File: src/rtl/cacheline_mem_arbiter.sv
// cacheline_mem_arbiter
// Shares one cacheline-adaptor memory port between the i-cache (read only)
// and the d-cache (read/write). The d-cache has fixed priority. A starvation
// counter forces an i-cache grant after STARVE_MAX consecutive d-grants that
// were taken while the i-cache was waiting.
//
// Ports:
//   clk, rst                  clock, synchronous active-high reset
//   i_read/i_address          i-cache line read request
//   i_rdata/i_resp            i-cache response (valid only while i_resp=1)
//   d_read/d_write/d_address  d-cache line request
//   d_wdata                   d-cache writeback line
//   d_rdata/d_resp            d-cache response (valid only while d_resp=1)
//   mem_read/mem_write        adaptor request, driven from latched state only
//   mem_address/mem_wdata     adaptor address and write line
//   mem_rdata/mem_resp        adaptor read line and 1-cycle completion
//   grant_owner               00 none, 01 i-cache, 10 d-cache
//   arb_busy                  high whenever the arbiter is not idle
module cacheline_mem_arbiter #(
    parameter int ADDR_W     = 32,
    parameter int LINE_W     = 256,
    parameter int STARVE_MAX = 4
) (
    input  logic              clk,
    input  logic              rst,
    input  logic              i_read,
    input  logic [ADDR_W-1:0] i_address,
    output logic [LINE_W-1:0] i_rdata,
    output logic              i_resp,
    input  logic              d_read,
    input  logic              d_write,
    input  logic [ADDR_W-1:0] d_address,
    input  logic [LINE_W-1:0] d_wdata,
    output logic [LINE_W-1:0] d_rdata,
    output logic              d_resp,
    output logic              mem_read,
    output logic              mem_write,
    output logic [ADDR_W-1:0] mem_address,
    output logic [LINE_W-1:0] mem_wdata,
    input  logic [LINE_W-1:0] mem_rdata,
    input  logic              mem_resp,
    output logic [1:0]        grant_owner,
    output logic              arb_busy
);

    localparam int CNT_W = $clog2(STARVE_MAX + 1);
    localparam logic [CNT_W-1:0] STARVE_LIM = CNT_W'(STARVE_MAX);

    typedef enum logic [1:0] {IDLE, GRANT_I, GRANT_D, DONE} state_t;

    state_t            state_q, state_d;
    logic [CNT_W-1:0]  starve_cnt_q, starve_cnt_d;
    logic [ADDR_W-1:0] addr_q, addr_d;
    logic [LINE_W-1:0] wdata_q, wdata_d;
    logic              op_write_q, op_write_d;
    logic              mem_read_q, mem_read_d;
    logic              mem_write_q, mem_write_d;
    logic [1:0]        grant_owner_q, grant_owner_d;
    logic              arb_busy_q, arb_busy_d;
    logic              d_req;

    assign d_req = d_read | d_write;

    always_comb begin
        state_d      = state_q;
        starve_cnt_d = starve_cnt_q;
        addr_d       = addr_q;
        wdata_d      = wdata_q;
        op_write_d   = op_write_q;
        case (state_q)
            IDLE: begin
                if (i_read && starve_cnt_q == STARVE_LIM) begin
                    // i-cache has waited through STARVE_MAX d-grants
                    state_d      = GRANT_I;
                    addr_d       = i_address;
                    op_write_d   = 1'b0;
                    starve_cnt_d = '0;
                end else if (d_req) begin
                    state_d    = GRANT_D;
                    addr_d     = d_address;
                    // read+write together is illegal; treat it as a write
                    op_write_d = d_write;
                    if (d_write) wdata_d = d_wdata;
                    if (i_read && starve_cnt_q != STARVE_LIM)
                        starve_cnt_d = starve_cnt_q + CNT_W'(1);
                end else if (i_read) begin
                    state_d      = GRANT_I;
                    addr_d       = i_address;
                    op_write_d   = 1'b0;
                    starve_cnt_d = '0;
                end
            end
            GRANT_I, GRANT_D: if (mem_resp) state_d = DONE;
            default:          state_d = IDLE;  // DONE: one quiet cycle
        endcase

        // Outputs are decoded from next state so they come straight off flops.
        mem_read_d    = (state_d == GRANT_I || state_d == GRANT_D) && !op_write_d;
        mem_write_d   = (state_d == GRANT_I || state_d == GRANT_D) && op_write_d;
        grant_owner_d = (state_d == GRANT_I) ? 2'b01 :
                        (state_d == GRANT_D) ? 2'b10 : 2'b00;
        arb_busy_d    = (state_d != IDLE);
    end

    always_ff @(posedge clk) begin
        if (rst) begin
            state_q       <= IDLE;
            starve_cnt_q  <= '0;
            addr_q        <= '0;
            wdata_q       <= '0;
            op_write_q    <= 1'b0;
            mem_read_q    <= 1'b0;
            mem_write_q   <= 1'b0;
            grant_owner_q <= 2'b00;
            arb_busy_q    <= 1'b0;
        end else begin
            state_q       <= state_d;
            starve_cnt_q  <= starve_cnt_d;
            addr_q        <= addr_d;
            wdata_q       <= wdata_d;
            op_write_q    <= op_write_d;
            mem_read_q    <= mem_read_d;
            mem_write_q   <= mem_write_d;
            grant_owner_q <= grant_owner_d;
            arb_busy_q    <= arb_busy_d;
        end
    end

    assign mem_read    = mem_read_q;
    assign mem_write   = mem_write_q;
    assign mem_address = addr_q;
    assign mem_wdata   = wdata_q;
    assign grant_owner = grant_owner_q;
    assign arb_busy    = arb_busy_q;

    // Response is steered to the owner only. A transaction abandoned by reset
    // must not complete, so rst masks the response in its own cycle.
    assign i_resp  = (state_q == GRANT_I) && mem_resp && !rst;
    assign d_resp  = (state_q == GRANT_D) && mem_resp && !rst;
    assign i_rdata = i_resp ? mem_rdata : '0;
    assign d_rdata = d_resp ? mem_rdata : '0;

endmodule
File: config.mk
export PLATFORM = sky130hd
export DESIGN_NAME = cacheline_mem_arbiter
export DESIGN_NICKNAME = d
export VERILOG_FILES = /design/src/rtl/cacheline_mem_arbiter.sv
export SDC_FILE = /design/constraint.sdc
export NUM_CORES = 1
export LEC_CHECK = 0
export BUFFER_PORTS_ARGS = -buffer_cell sky130_fd_sc_hd__buf_2
export CAP_MARGIN = 25
export CORE_AREA = 3 3 542 544
export CTS_CLUSTER_SIZE = 24
export DETAILED_ROUTE_END_ITERATION = 8
export DIE_AREA = 0 0 545 547
export MAX_ROUTING_LAYER = met4
export SYNTH_ARGS = -nofsm -noshare
export SYNTH_HDL_FRONTEND = slang
export SYNTH_SLANG_ARGS = --single-unit
File: constraint.sdc
create_clock -name clk -period 2.8 [get_ports clk]
set_clock_uncertainty 0.2 [all_clocks]
set_input_delay 0.28 -clock clk [delete_from_list [all_inputs] [get_ports clk]]
set_output_delay 0.28 -clock clk [all_outputs]
set_load 0.02 [all_outputs]
# Word level (Yosys, flattened, before mapping)
# Index checks and enable logic that the tools add are counted.
[totals]
output_inout_bits = 807
regBits = 299
inputBits = 582
word_cells = 59
[op_classes]
add_sub_neg = 1
n_mux = 20
reduce_logical = 19
bitwise_logic = 2
n_eq_ne = 7
[ops]
columns = ["op", "n"]
rows = [
  ["256-bit 2-to-1 mux", 2],
  ["32-bit 2-to-1 mux", 3],
  ["3-bit 2-to-1 mux", 4],
  ["2-bit 2-to-1 mux", 5],
  ["1-bit logical AND", 8],
  ["1-bit 2-to-1 mux", 5],
  ["2-bit by 1-bit equality test with 1-bit output (second input constant)", 2],
  ["2-bit equality test (second input constant)", 2],
  ["2-bit one-hot mux with 2 select lines", 1],
  ["4-bit AND reduction", 1],
  ["2-bit OR reduction", 2],
  ["3-bit by 1-bit adder with 3-bit output (second input constant)", 1],
  ["3-bit equality test (second input constant)", 1],
  ["3-bit by 1-bit inequality test with 1-bit output (second input constant)", 1],
  ["3-bit inequality test (second input constant)", 1],
  ["3-bit AND reduction", 1],
  ["3-bit nonzero test", 1],
  ["1-bit zero test", 2],
  ["2-bit zero test", 1],
  ["2-bit AND reduction", 1],
  ["2-bit nonzero test", 1],
  ["1-bit logical OR", 1],
  ["1-bit NOT", 1],
  ["1-bit OR", 1],
]

# Longest topological paths before layout
# Gate-level depths: netlist (run 1).
[logic_depth]
word_depth = 7
depth_mapped = 10
ltp_nobuf = 9

# Worst setup path after synthesis (run 1)
# No wires, ideal clock.
[synth_timing]
kind = "flip-flop to flip-flop"
start = "reg starve_cnt_q[0]"
end = "reg mem_read_q, in the netlist mem_read"
arrival_time_ns = 1.847
path_slack_ns = 0.667
period_less_slack_ns = 2.133
stages_incl_launch_ff = 11
setup_ns = 0.086
t_required_ns = 2.514
path_cell_list = "dfxtp_1 inv_1 ha_1 nand3_2 and2_1 buf_2 o21a_1 or2_1 ha_1 nand2b_1 a211oi_1"
[synth_between]
elab_chain_len = 7
[synth_rtl]
columns = ["element", "line", "text"]
rows = [
  ["from (decl)", "52", "logic [CNT_W-1:0] starve_cnt_q, starve_cnt_d;"],
  ["from (signal assigned)", "118", "starve_cnt_q <= starve_cnt_d;"],
  ["3-bit equality test (*)", "72", "if (i_read && starve_cnt_q == STARVE_LIM) begin"],
  ["1-bit logical AND (*)", "72", ""],
  ["2-bit 2-to-1 mux", "72", ""],
  ["2-bit one-hot mux with 2 select lines", "70", "case (state_q)"],
  ["2-bit by 1-bit equality test with 1-bit output / 2-bit equality test (equally long branches)", "98", "mem_read_d = (state_d == GRANT_I || state_d == GRANT_D) && !op_write_d;"],
  ["1-bit logical OR", "98", ""],
  ["1-bit logical AND (*)", "98", ""],
  ["to (signal assigned)", "122", "mem_read_q <= mem_read_d;"],
  ["to (decl)", "56", "logic mem_read_q, mem_read_d;"],
]
# Every way passes the cells marked *; elsewhere a longest branch is shown, timed or not.
# A chain may end at the register's enable or synchronous reset.

# Worst setup path in the final report (run 1)
[layout_timing]
start = "reg state_q[1]"
end = "out i_rdata[56]"
[layout_between]
elab_chain_len = 4
[layout_rtl]
columns = ["element", "line", "text"]
rows = [
  ["from (decl)", "51", "state_t state_q, state_d;"],
  ["from (signal assigned)", "117", "state_q <= state_d;"],
  ["2-bit by 1-bit equality test with 1-bit output", "138", "assign i_resp = (state_q == GRANT_I) && mem_resp && !rst;"],
  ["1-bit logical AND (2 in series)", "138", ""],
  ["256-bit 2-to-1 mux", "140", "assign i_rdata = i_resp ? mem_rdata : '0;"],
  ["to (decl)", "28", "output logic [LINE_W-1:0] i_rdata,"],
]
# No other way between the ends.

==> results.ini, run 1 <==
[run_status]
status = complete, but fails checks
violations = setup timing

[synthesis]
postSynthAreaPerCell_um2 = 7.44
synth_nets = 2517
syn_area_um2 = 14300
netlist_instances = 1926
synth_top_area_share_pct = 41.8
synth_seq_cells = 299
synthFlopType = dfxtp_1
synth_edf_count = 0
ys_top_cells_by_area = dfxtp_1 (42%), and2_1 (22%), nand2_1 (14%)
synthArstFlopShare_pct = 0
synth_seq_area_share_pct = 41.8
yosys-top-cells-count = nand2_1 (549), and2_1 (513), dfxtp_1 (299)
synth_warnings = 0
synth_top_cell_by_area = dfxtp_1
yosysUniqueCellTypes = 30
yosysMostFrequentCell = nand2_1

[clocking]
htree_levels = 2
worstSkewPairLatency_ns = 0.62
tritoncts = built
max-clock-path-buffers = 3
clock-sinks = 299
cts_root_buffer = clkbuf_16
cts_buffers = 42
clk_pin_slew_ns = 0.06

[sta]
min_period_ns = 2.82
rsz0062_at_grt = yes
setup_viol = 10
fin_ws_ns = -0.0153
hold_violations = 0
hold_ws_ns = 0.165
clock.fmax_ghz = 0.355
maxSlewViolCount = 0
fin_crit_sh_pct = 101
tightest_slew_ns = 0.989
slew_headroom_pct = 34.1

[setup_path]
startpoint_type = register
worstPathCellList = inv_2 > ha_1 > and3b_4 > buf_12 > bufbuf_16 > buf_4 > and2_1 > buf_6
r2r_cells = 8
required_ns = 2.32
worst_r2r_endpoint = mem_address[24]
worstPathArrival_ns = 2.34
path_max_fanout = 8
endpoint_kind = output pin
slowest_delay_ns = 0.36
r2r_start = state_q[0]
crit_slowest_cell = dfxtp_4
path_buf_inv = 5
crit_family = buffers and inverters
worst-setup-path-type = reg2out
r2r_slack_ns = 0.28

[global_routing]
grtUsageMet1_pct = 19.7
grt_busiest_layer = met2
use_met2_pct = 23.3
grt_util_all_layers_pct = 16.8
grt_max_degree = 165
grt_first_pass_wirelength_um = 295000
grt_overflow = 0
first_global_vias = 20336
grt_use_met3_pct = 12.6
antenna_found_initial = 283

[die]
core_um2 = 290000
die_w_um = 545
die_h_um = 547
rows = 198
start_util_pct = 4.94
dieArea_um2 = 298000
ioPinCount = 1389

[layout]
stdcell_count = 7658
layout.nets = 4189
regArea_um2 = 5990
drive_above_1_share_pct = 46.6
finish.utilization_pct = 11.9
area_growth_pct = 140
fin_area_um2 = 34500
n_fill_cell = 33685
multi_input_area_um2 = 7800

[power_and_ir_drop]
p_sw_mw = 7.84
ir_drop_uv = 473
seqPwrFrac_pct = 27.6
combPwrFrac_pct = 41.3
p_leak_nw = 15.3
power_density_nw_per_um2 = 541
p_int_mw = 10.8
power.share.switching_pct = 42.0
clock_power_share_pct = 31.1

[placed_design]
dp_hpwl_um = 231000
post-place-cells = 7091
gp_congestion = 0.955
pre_cts_ws_ns = 0.292
placement.io_buffers = 1388
dpl_cell_area_um2 = 27600

[drt]
viasPerCell = 2.85
ant_nets = 0
drt_first_pass_iters = 5
routed_wl_um = 258000
routedWlPerCell_um = 33.7
route.detailed.drc = 0
drt-initial-drc-count = 1470
dr_total_vias = 21826

[min_path]
worstHoldPathCells = 4
hold_end = starve_cnt_q[2]
holdCritPathClass = in2reg
hold_start = d_read

[job]
drv_cap = 0

[cells by family after synthesis]
family          after synthesis  synth area share [%]
fa+ha+maj                     9                 0.786
buf+inv                     167                  6.37
compound gates              334                  12.4
simple gates               1117                  38.6
flops                       299                  41.8
[area by class of cell]
type | count | area share [%]
diodes | 128 | 0.930
clock buffers | 57 | 3.45
clock inverters | 19 | 0.737
inverters | 5 | 0.0545
multi-input cells | 1460 | 22.7
flip-flops and latches | 299 | 17.4
well taps | 3900 | 14.2
repair buffers | 1790 | 40.6
[power groups by stage]
stage | registers (mW) | clock network [mW] | logic (mW)
global placement | 5.21 | 0 | 6.86
CTS | 5.15 | 6.01 | 7.62
global route | 5.22 | 6.15 | 8.29
detailed placement | 5.23 | 0 | 6.84
finish | 5.15 | 5.80 | 7.70
floorplan | 5.91 | 0 | 2.29
[per-layer routing]
layer	wire length [um]	vias to the layer above
met2	102000	1634
met3	47300	402
met5	0	-
met1	104000	10188
met4	4780	0
li1	-	9602
[layout by cell type, fill, tap and decap left out, drive strengths merged, types with 33 or more instances in the layout]
master / n
dfxtp: 299
buf: 1450
dlygate4sd3: 323
nor2: 37
a21oi: 293
and2: 513
a211oi: 33
clkbuf: 73
nand2: 549
diode: 128
[stage by stage]
| stage | total power, mW | TNS [ns] |
|---|---|---|
| 4_1_cts | 18.8 | -8.29 |
| 2_1_floorplan | 8.21 | 0 |
| 3_3_place_gp | 12.1 | 0 |
| 3_5_place_dp | 12.1 | 0 |
| 6_report | 18.6 | -0.0667 |
| 5_1_grt | 19.7 | -3.83 |
[worst min-delay path: cells and delay by family]
kind / cells / cell delay [ns]
AO/OA/AOI/OAI: 1 / 0.06
buffers and inverters: 1 / 0.17
AND/OR/NAND/NOR: 2 / 0.42
[worst max-delay path by stage]
stage / to / start / slack [ns] / cells after the start
final: i_rdata[56] / state_q[1] / -0.02 / 8
after global routing: i_rdata[159] / state_q[1] / -0.08 / 8
after CTS: i_rdata[12] / state_q[1] / -0.1 / 8
after detailed placement: d_rdata[95] / state_q[1] / 0.29 / 5
after global placement: d_rdata[95] / state_q[1] / 0.30 / 5
after floorplan: mem_read / starve_cnt_q[0] / 0.67 / 10
[registers in the layout, indices dropped and copies added (netlist names)]
register	cells
arb_busy	1
grant_owner	2
mem_address	32
mem_read	1
mem_wdata	256
mem_write	1
op_write_q	1
starve_cnt_q	3
state_q	2
[what timing repair did]
action,in CTS,in global routing
setup buffers,13,3
pin swaps,1,1
gates cloned,6,19
gates resized for setup,106,307
hold buffers,323,0
endpoints found under the setup margin,408,418
hold endpoints to repair,294,0
No activity file was read; power rests on OpenSTA's default activity.
==> run 2: changes to the inputs <==
SKIP_LAST_GASP = 1   (was default)
==> results.ini, run 2 (synthesis gave the netlist of run 1 again) <==
[global_routing]
grt_util_all_layers_pct = 16.8
grt_overflow = 0
grt_max_degree = 165
grt_first_pass_wirelength_um = 295000
antenna_found_initial = 291
first_global_vias = 20303

[drt]
routed_wl_um = 258000
drt_first_pass_iters = 5
routedWlPerCell_um = 33.6
drt-initial-drc-count = 1574
ant_nets = 0
dr_total_vias = 21757
viasPerCell = 2.84
route.detailed.drc = 0

[placed_design]
gp_congestion = 0.955
placement.io_buffers = 1388
dp_hpwl_um = 231000

[min_path]
holdCritPathClass = in2reg

[layout]
area_growth_pct = 139
final_common_cell = buf_2
drive_above_1_share_pct = 45.0
finish.utilization_pct = 11.8
final_cell_mix = buf_2 (1,184), nand2_1 (548), and2_1 (435), dlygate4sd3_1 (323), dfxtp_1 (297)
layout.nets = 4195
largest_reg_flops = 256

[setup_path]
startpoint_type = register
cp_common_cell = buf_12
worstPathCellList = inv_4 > ha_4 > and3b_4 > buf_12 > buf_12 > clkbuf_16 > buf_12 > and2_1 > buf_2
path_max_fanout = 11
endpoint_kind = output pin
required_ns = 2.32
path_buf_inv = 6
slowest_delay_ns = 0.37
worst-setup-path-type = reg2out
crit_family = buffers and inverters
worstPathArrival_ns = 2.35
r2r_slack_ns = 0.26
crit_slowest_cell = dfxtp_4

[sta]
fin_crit_sh_pct = 101
clock.fmax_ghz = 0.354
setup_viol = 31
hold_ws_ns = 0.151
tightest_slew_ns = 1.00
slew_headroom_pct = 33.3
rsz0062_at_grt = yes
maxSlewViolCount = 0
fin_ws_ns = -0.0268
hold_violations = 0
min_period_ns = 2.83

[clocking]
cts_buffers = 42
htree_levels = 2
clock-sinks = 299
cts_root_buffer = clkbuf_16
max-clock-path-buffers = 3
tritoncts = built
worstSkewPairLatency_ns = 0.62
clk_pin_slew_ns = 0.06

[power_and_ir_drop]
power.share.switching_pct = 42.1
p_sw_mw = 7.83
seqPwrFrac_pct = 27.7
clock_power_share_pct = 31.1
p_int_mw = 10.8
combPwrFrac_pct = 41.2
power_density_nw_per_um2 = 544
ir_drop_uv = 473
p_leak_nw = 15.2

[run_status]
status = complete, but fails checks
violations = setup timing

[die]
core_um2 = 290000
die_w_um = 545
die_h_um = 547
dieArea_um2 = 298000
start_util_pct = 4.94
ioPinCount = 1389
rows = 198

[job]
drv_cap = 0

run 2: per-layer routing:
metal	global-route usage, %	vias up	wire [um]
li1	-	9618	-
met1	19.7	10143	105000
met2	23.3	1604	102000
met3	12.7	392	46900
met4	1.58	0	4160
met5	-	-	0
run 2: final timing paths:
check            startpoint  depth (start not counted)               to
max              state_q[1]                          9      i_rdata[30]
min                  d_read                          4  starve_cnt_q[2]
max reg2reg      state_q[0]                          8  mem_address[24]
min reg2reg  mem_wdata[221]                          2   mem_wdata[221]
run 2: tightest hold or removal path, cell delays in order:
cell     delay [ns]
buf_2          0.17
nor2_1         0.25
or4b_1         0.16
a21oi_1        0.06
run 2: power groups by stage:
| stage | Combinational, mW | Clock (mW) | Sequential (mW) |
|---|---|---|---|
| after detailed placement | 6.84 | 0 | 5.23 |
| after CTS | 7.60 | 6.01 | 5.15 |
| after floorplan | 2.29 | 0 | 5.91 |
| final | 7.67 | 5.80 | 5.15 |
| after global routing | 8.26 | 6.15 | 5.23 |
| after global placement | 6.86 | 0 | 5.21 |
run 2: what timing repair did:
item	4_1_cts	5_1_grt
buffers inserted	13	5
hold buffers	323	0
endpoints found under the hold margin	294	0
resized for setup	45	224
endpoints found under the setup margin	408	441
cloned	6	25
pin swaps	0	1
run 2: cell type report:
| cell class | instances | area (um2) |
|---|---|---|
| clock buffer | 57 | 1190 |
| sequential | 299 | 5990 |
| tap | 3900 | 4880 |
| fill | 33712 | 256000 |
| timing repair buffer | 1796 | 13900 |
| multi-input combinational | 1460 | 7660 |
| clock inverter | 19 | 254 |
| antenna | 135 | 338 |
| inverter | 5 | 21.3 |
run 2: per-stage QoR:
stage / setup WS, ns / std cells / power (mW) / TNS (ns) / instance area [um2]
after global routing: -0.0826 / 7644 / 19.6 / -10.22 / 34200
after detailed placement: 0.292 / 7091 / 12.1 / 0 / 27600
after CTS: -0.121 / 7509 / 18.8 / -15.14 / 32800
after global placement: 0.297 / 7091 / 12.1 / 0 / 27600
final: -0.0268 / 7671 / 18.6 / -0.321 / 34200
after floorplan: 0.667 / 1926 / 8.21 / 0 / 14300
